$ cat config.mk
export PLATFORM = sky130hd
export DESIGN_NAME = lsu_bus_master
export DESIGN_NICKNAME = d
export VERILOG_FILES = /design/src/rtl/lsu_pkg.sv /design/src/rtl/lsu_load_align.sv /design/src/rtl/lsu_bus_master.sv
export SDC_FILE = /design/constraint.sdc
export NUM_CORES = 1
export LEC_CHECK = 0
export CORE_ASPECT_RATIO = 1.4
export CORE_MARGIN = 3
export CORE_UTILIZATION = 45
export DETAILED_ROUTE_END_ITERATION = 12
export GPL_ROUTABILITY_DRIVEN = 0
export PLACE_DENSITY_LB_ADDON = 0.15
export SLEW_MARGIN = 10
export SYNTH_ARGS = -nofsm -noshare
export SYNTH_HDL_FRONTEND = slang
export SYNTH_HIERARCHICAL = 1
export SYNTH_SLANG_ARGS = --single-unit
$ cat constraint.sdc
create_clock -name clk -period 2.5 [get_ports clk]
set_input_delay 0.5 -clock clk [delete_from_list [all_inputs] [get_ports clk]]
set_output_delay 0.5 -clock clk [all_outputs]
set_load 0.01 [all_outputs]
$ cat src/rtl/lsu_pkg.sv
// Shared types for the load/store unit: access size codes, FSM states,
// load funct3 encodings and the request decode helpers used at issue time.
package lsu_pkg;

    typedef enum logic [1:0] {
        SZ_BYTE = 2'b00,
        SZ_HALF = 2'b01,
        SZ_WORD = 2'b10
    } size_t;

    typedef enum logic [1:0] {
        ST_IDLE   = 2'b00,
        ST_ACCESS = 2'b01,
        ST_DONE   = 2'b10
    } state_t;

    localparam logic [2:0] F3_LB  = 3'b000;
    localparam logic [2:0] F3_LH  = 3'b001;
    localparam logic [2:0] F3_LW  = 3'b010;
    localparam logic [2:0] F3_LBU = 3'b100;
    localparam logic [2:0] F3_LHU = 3'b101;

    // The unused dqm code 11 behaves as a byte access.
    function automatic size_t norm_size(input logic [1:0] dqm);
        return (dqm == 2'b11) ? SZ_BYTE : size_t'(dqm);
    endfunction

    function automatic logic is_misaligned(input size_t size, input logic [1:0] off);
        return ((size == SZ_HALF) && off[0]) || ((size == SZ_WORD) && (off != 2'b00));
    endfunction

    function automatic logic [3:0] lane_be(input size_t size, input logic [1:0] off);
        logic [3:0] be;
        case (size)
            SZ_WORD: be = 4'b1111;
            SZ_HALF: be = 4'b0011 << off;
            default: be = 4'b0001 << off;
        endcase
        return be;
    endfunction

    function automatic logic [31:0] lane_wdata(input size_t size, input logic [31:0] wdata);
        logic [31:0] d;
        case (size)
            SZ_WORD: d = wdata;
            SZ_HALF: d = {2{wdata[15:0]}};
            default: d = {4{wdata[7:0]}};
        endcase
        return d;
    endfunction

endpackage

$ cat src/rtl/lsu_load_align.sv
// Purpose: select the addressed lane of a bus read word and sign/zero extend it.
// Latency: purely combinational.
// Backpressure: none; the result is meaningful only in the cycle the bus acks.
module lsu_load_align
    import lsu_pkg::*;
(
    input  logic [31:0] bus_rdata,
    input  logic [1:0]  off,
    input  logic [1:0]  size,
    input  logic        is_unsigned,
    output logic [31:0] rdata
);

    logic [31:0] lane;

    always_comb begin
        lane  = bus_rdata >> {off, 3'b000};
        rdata = lane;
        case (size)
            SZ_WORD: rdata = lane;
            SZ_HALF: rdata = {{16{~is_unsigned & lane[15]}}, lane[15:0]};
            default: rdata = {{24{~is_unsigned & lane[7]}}, lane[7:0]};
        endcase
    end

endmodule

$ cat src/rtl/lsu_bus_master.sv
// Purpose: run one req/ack data-bus transaction per load or store from the decoder.
// Latency: 3 cycles minimum when aligned (issue, ACCESS with ack, DONE); 2 when misaligned.
// Backpressure: stall holds the pipeline from the issue cycle until the DONE cycle.
module lsu_bus_master
    import lsu_pkg::*;
#(
    parameter int ADDR_W         = 32,
    parameter int TIMEOUT_CYCLES = 255
) (
    input  logic              clk,
    input  logic              rst_n,
    input  logic              mem_write,
    input  logic              mem_read,
    input  logic [1:0]        dqm,
    input  logic [2:0]        funct3,
    input  logic [ADDR_W-1:0] addr,
    input  logic [31:0]       wdata,
    output logic              stall,
    output logic [31:0]       rdata,
    output logic              done,
    output logic              fault,
    output logic              bus_req,
    output logic              bus_we,
    output logic [ADDR_W-1:0] bus_addr,
    output logic [3:0]        bus_be,
    output logic [31:0]       bus_wdata,
    input  logic              bus_ack,
    input  logic              bus_err,
    input  logic [31:0]       bus_rdata
);

    localparam int CNT_W = $clog2(TIMEOUT_CYCLES + 1);

    state_t             state;
    logic [CNT_W-1:0]   cnt;
    logic [1:0]         off_q;
    size_t              size_q;
    logic               uns_q;
    logic               req;
    size_t              size_in;
    logic [31:0]        ld_data;
    logic               unused_f3;

    assign req       = mem_write | mem_read;
    assign size_in   = norm_size(dqm);
    assign unused_f3 = ^funct3[1:0];

    // Gated by rst_n so the pipeline is released the moment reset is asserted.
    assign stall = rst_n & (((state == ST_IDLE) & req) | (state == ST_ACCESS));

    lsu_load_align u_align (
        .bus_rdata   (bus_rdata),
        .off         (off_q),
        .size        (size_q),
        .is_unsigned (uns_q),
        .rdata       (ld_data)
    );

    always_ff @(posedge clk or negedge rst_n) begin
        if (!rst_n) begin
            state     <= ST_IDLE;
            cnt       <= '0;
            off_q     <= 2'b00;
            size_q    <= SZ_BYTE;
            uns_q     <= 1'b0;
            done      <= 1'b0;
            fault     <= 1'b0;
            bus_req   <= 1'b0;
            bus_we    <= 1'b0;
            bus_addr  <= '0;
            bus_be    <= 4'b0000;
            bus_wdata <= '0;
            rdata     <= '0;
        end else begin
            case (state)
                ST_IDLE: begin
                    if (req) begin
                        if (is_misaligned(size_in, addr[1:0])) begin
                            state <= ST_DONE;
                            done  <= 1'b1;
                            fault <= 1'b1;
                        end else begin
                            state     <= ST_ACCESS;
                            bus_req   <= 1'b1;
                            bus_we    <= mem_write;
                            bus_addr  <= {addr[ADDR_W-1:2], 2'b00};
                            bus_be    <= lane_be(size_in, addr[1:0]);
                            bus_wdata <= lane_wdata(size_in, wdata);
                            off_q     <= addr[1:0];
                            size_q    <= size_in;
                            uns_q     <= funct3[2];
                            cnt       <= '0;
                        end
                    end
                end
                ST_ACCESS: begin
                    cnt <= cnt + 1'b1;
                    if (bus_err) begin
                        state   <= ST_DONE;
                        bus_req <= 1'b0;
                        done    <= 1'b1;
                        fault   <= 1'b1;
                    end else if (bus_ack) begin
                        state   <= ST_DONE;
                        bus_req <= 1'b0;
                        done    <= 1'b1;
                        if (!bus_we) rdata <= ld_data;
                    end else if (cnt == CNT_W'(TIMEOUT_CYCLES - 1)) begin
                        state   <= ST_DONE;
                        bus_req <= 1'b0;
                        done    <= 1'b1;
                        fault   <= 1'b1;
                    end
                end
                ST_DONE: begin
                    state <= ST_IDLE;
                    done  <= 1'b0;
                    fault <= 1'b0;
                end
                default: state <= ST_IDLE;
            endcase
        end
    end

endmodule

==> impl_metrics.csv, run 1 <==
group,metric,value,unit
run_status,outcome,"complete, no violations",
sta,max_freq,412,MHz
cells_and_area,num-nets-final,930,
worst_setup_path,cp-end-kind,"output port",
global_route,grt_pass1_vias,5300,
pwr,p_leak,0.00403,uW
routing,ant_nets,0,
clocking,cts_buffers,17,
cells_and_area,antenna_cells,0,
clocking,cts_hold_buf,0,
clocking,cts.path.max_buffers,2,
sta,setup_viol,0,
clocking,clk_pin_slew,0.05,ns
worst_setup_path,cp_max_fo,2,
global_route,grt_max_degree,118,
cells_and_area,post-route-util,69.9,%
sta,period_share,97.2,%
cells_and_area,area.growth.synth_to_final,48.9,%
clocking,cts-root-buf,"clkbuf_16",
synthesis,synth-seq-cells,117,
worst_setup_path,crit_path_max_incr_delay,0.50,ns
pwr,switching_share,34.1,%
synthesis,synthCells,602,
pwr,peakVddDrop,0.656,mV
worst_setup_path,crit_type,"in2out",
routing,wl,16.6,mm
floorplan,initial_core_util,47.0,%
cells_and_area,ff_latch_area,2930,um^2
placement,dp.cells,947,
synthesis,synth.distinct_cells,47,
cells_and_area,most-common-layout-cells,"206 x clkdlybuf4s50_1, 185 x nand2_1, 117 x dfrtp_1",
global_route,grt_use_total,23.3,%
synthesis,synth_seq_area_share,49.7,%
placement,dp_hpwl,12.2,mm
worst_setup_path,regToRegSetupSlack,0.49,ns
floorplan,dieArea,14500,um^2
synthesis,yosys.area.top_type_share,49.7,%
pwr,powerDensity,1250,nW/um^2
routing,wl_met3,1.31,mm
min_path,hold_class,"in2async",
floorplan,core.rowCount,48,
routing,drt_iter0_drc,220,
routing,wl_met2,8.39,mm
worst_setup_path,r2r-end,"rdata[28]",
synthesis,ys_warn_count,6,
global_route,gr-total-overflow,0,
global_route,antenna_found_initial,0,
pwr,p_clk_share,23.6,%
worst_setup_path,r2r_cells,6,
worst_setup_path,crit_slowest_cell,"clkdlybuf4s50_1",
worst_setup_path,startpoint_type,"input port",
clocking,post_cts_resized,0,
cells_and_area,drive_gt1_share,13.7,%
synthesis,syn_area,5890,um^2
clocking,cts_tree,"done",
worst_setup_path,crit_required,2.00,ns
worst_setup_path,r2r_start,"off_q[0]",
run,drv_cap,0,
routing,topRoutingLayerUsed,"met4",
clocking,clock_sinks,117,
floorplan,io_pins,212,
pwr,totalPowerFinal,11000,uW
cells_and_area,layout_commonest_cell,"clkdlybuf4s50_1",
placement,pre_cts_ws,0.00928,ns
routing,dr.pass1.iters,4,
synthesis,yosysTopAreaCell,"dfrtp_1",
pwr,p_int,7240,uW
pwr,power_frac_seq,30.2,%
clocking,insertion_delay,0.40,ns
sta,worst_slew_pin_slew,0.640,ns
pwr,p_sw,3740,uW
pwr,p_comb_share,46.3,%
sta,setup_tns,0,ns
global_route,grt_pass1_wl,26.6,mm
clocking,post_cts_buffers,0,
routing,vias,5179,
clocking,htree_levels,4,
routing,wire_per_inst,17.0,um
synthesis,synth.avg_cell_area,9.79,um^2
sta,skew,0.00762,ns
worst_setup_path,arrival,1.93,ns
sta,slew_headroom,57.3,%
cells_and_area,fillers,959,
placement,io_buffer_count,207,
worst_setup_path,path_cells,"clkdlybuf4s50_1, or2_2, nor2_1, nor3b_1, clkdlybuf4s50_1",
floorplan,dieWidth,103,um
cells_and_area,multiInputGateArea,2690,um^2
routing,drc,0,
synthesis,ys_top_cells_by_area,"dfrtp_1 50%, nand2_1 12%, mux2_4 7.9%",
floorplan,fp.dieH,141,um
routing,met1Wirelength,6.49,mm
sta,layout_setup_ws,0.0701,ns
sta,drv_slew,0,
worst_setup_path,cpMostUsedCell,"clkdlybuf4s50_1",
cells_and_area,layoutNonFillerInstCount,977,
floorplan,core_area,12600,um^2
sta,final_hold_viol_count,0,
sta,rsz0062_at_grt,"false",
routing,via_per_inst,5.30,
sta,period_minus_slack,2.43,ns
## worst max path at each step
stage,to,cells after the start,from
3_3_place_gp,bus_wdata[23],8,dqm[0]
5_1_grt,stall,5,mem_read
6_report,stall,5,mem_read
3_5_place_dp,bus_wdata[21],8,dqm[0]
4_1_cts,stall,5,mem_read
2_1_floorplan,rdata[28],7,off_q[0]
## per-stage QoR
step | hold slack (ns) | cell area, um^2
after CTS | 0.237 | 8770
after detailed placement | 0.461 | 8150
after global routing | 0.241 | 8770
after global placement | 0.456 | 8150
final | 0.202 | 8770
after floorplan | 0.204 | 5900
## logic make-up (layout without fill, tap and decap cells)
family | Yosys count | count (layout) | share of synthesized area [%]
AND/OR/NAND/NOR | 244 | 244 | 17.7
AO/OA/AOI/OAI | 118 | 118 | 12.1
flip-flops | 117 | 117 | 49.7
multiplexers | 66 | 66 | 14.2
buffers and inverters | 49 | 273 | 4.82
adder cells (fa/ha/maj) | 7 | 7 | 1.49
other | 1 | 2 | 0.0636
## power by group through the flow
stage	Clock, uW	Combinational [uW]	Sequential (uW)
final	2590	5080	3310
after global routing	2720	5540	3440
after CTS	2630	5130	3310
after detailed placement	0	5090	3340
after global placement	0	5010	3290
after floorplan	0	2430	3570
## registers in the layout (all words and copies together) (netlist names), 2 cells and up
signal     count
bus_be         4
size_q         2
cnt            8
rdata         32
off_q          2
bus_addr      30
state          2
bus_wdata     32
## cell usage after synthesis (all sizes together)
| master | number |
|---|---|
| a21boi | 2 |
| a21o | 1 |
| a21oi | 35 |
| a221o | 1 |
| a22o | 1 |
| a22oi | 17 |
| a2bb2oi | 1 |
| a31oi | 11 |
| a41oi | 1 |
| and2 | 1 |
| and3 | 2 |
| and4 | 1 |
| buf | 26 |
| clkbuf | 11 |
| conb | 1 |
| dfrtp | 117 |
| ha | 7 |
| inv | 12 |
| mux2 | 49 |
| mux2i | 17 |
| nand2 | 185 |
| nand2b | 3 |
| nand3 | 6 |
| nand4 | 2 |
| nor2 | 29 |
| nor2b | 2 |
| nor3 | 2 |
| nor3b | 3 |
| nor4b | 2 |
| o21ai | 42 |
| o21bai | 1 |
| o31ai | 5 |
| or2 | 2 |
| or3 | 2 |
| or4 | 2 |
## cell type report
class,instances,share of cell area [%]
Clock buffer,20,5.09
Clock inverter,10,2.05
Inverter,12,0.513
Multi-Input combinational cell,437,30.6
Sequential cell,117,33.4
Tap cell,150,2.14
Timing Repair Buffer,231,26.2
## per-layer routing
metal | up-vias | global-route usage, %
met5 | - | 0
li1 | 2463 | -
met3 | 32 | 7.53
met4 | 0 | 7.74
met2 | 212 | 39.3
met1 | 2472 | 27.8
## critical path, delay by kind of cell
kind,cells,cell delay (ns)
buf+inv,2,0.92
simple gates,3,0.52
No activity file was read; power rests on OpenSTA's default activity.
==> run 2, diff against run 1 <==
SLEW_MARGIN = 20   (was 10)
TNS_END_PERCENT = 30   (was unset)
==> results of run 2 <==
No change in the layout: final DEF, timing and power equal those of run 1.
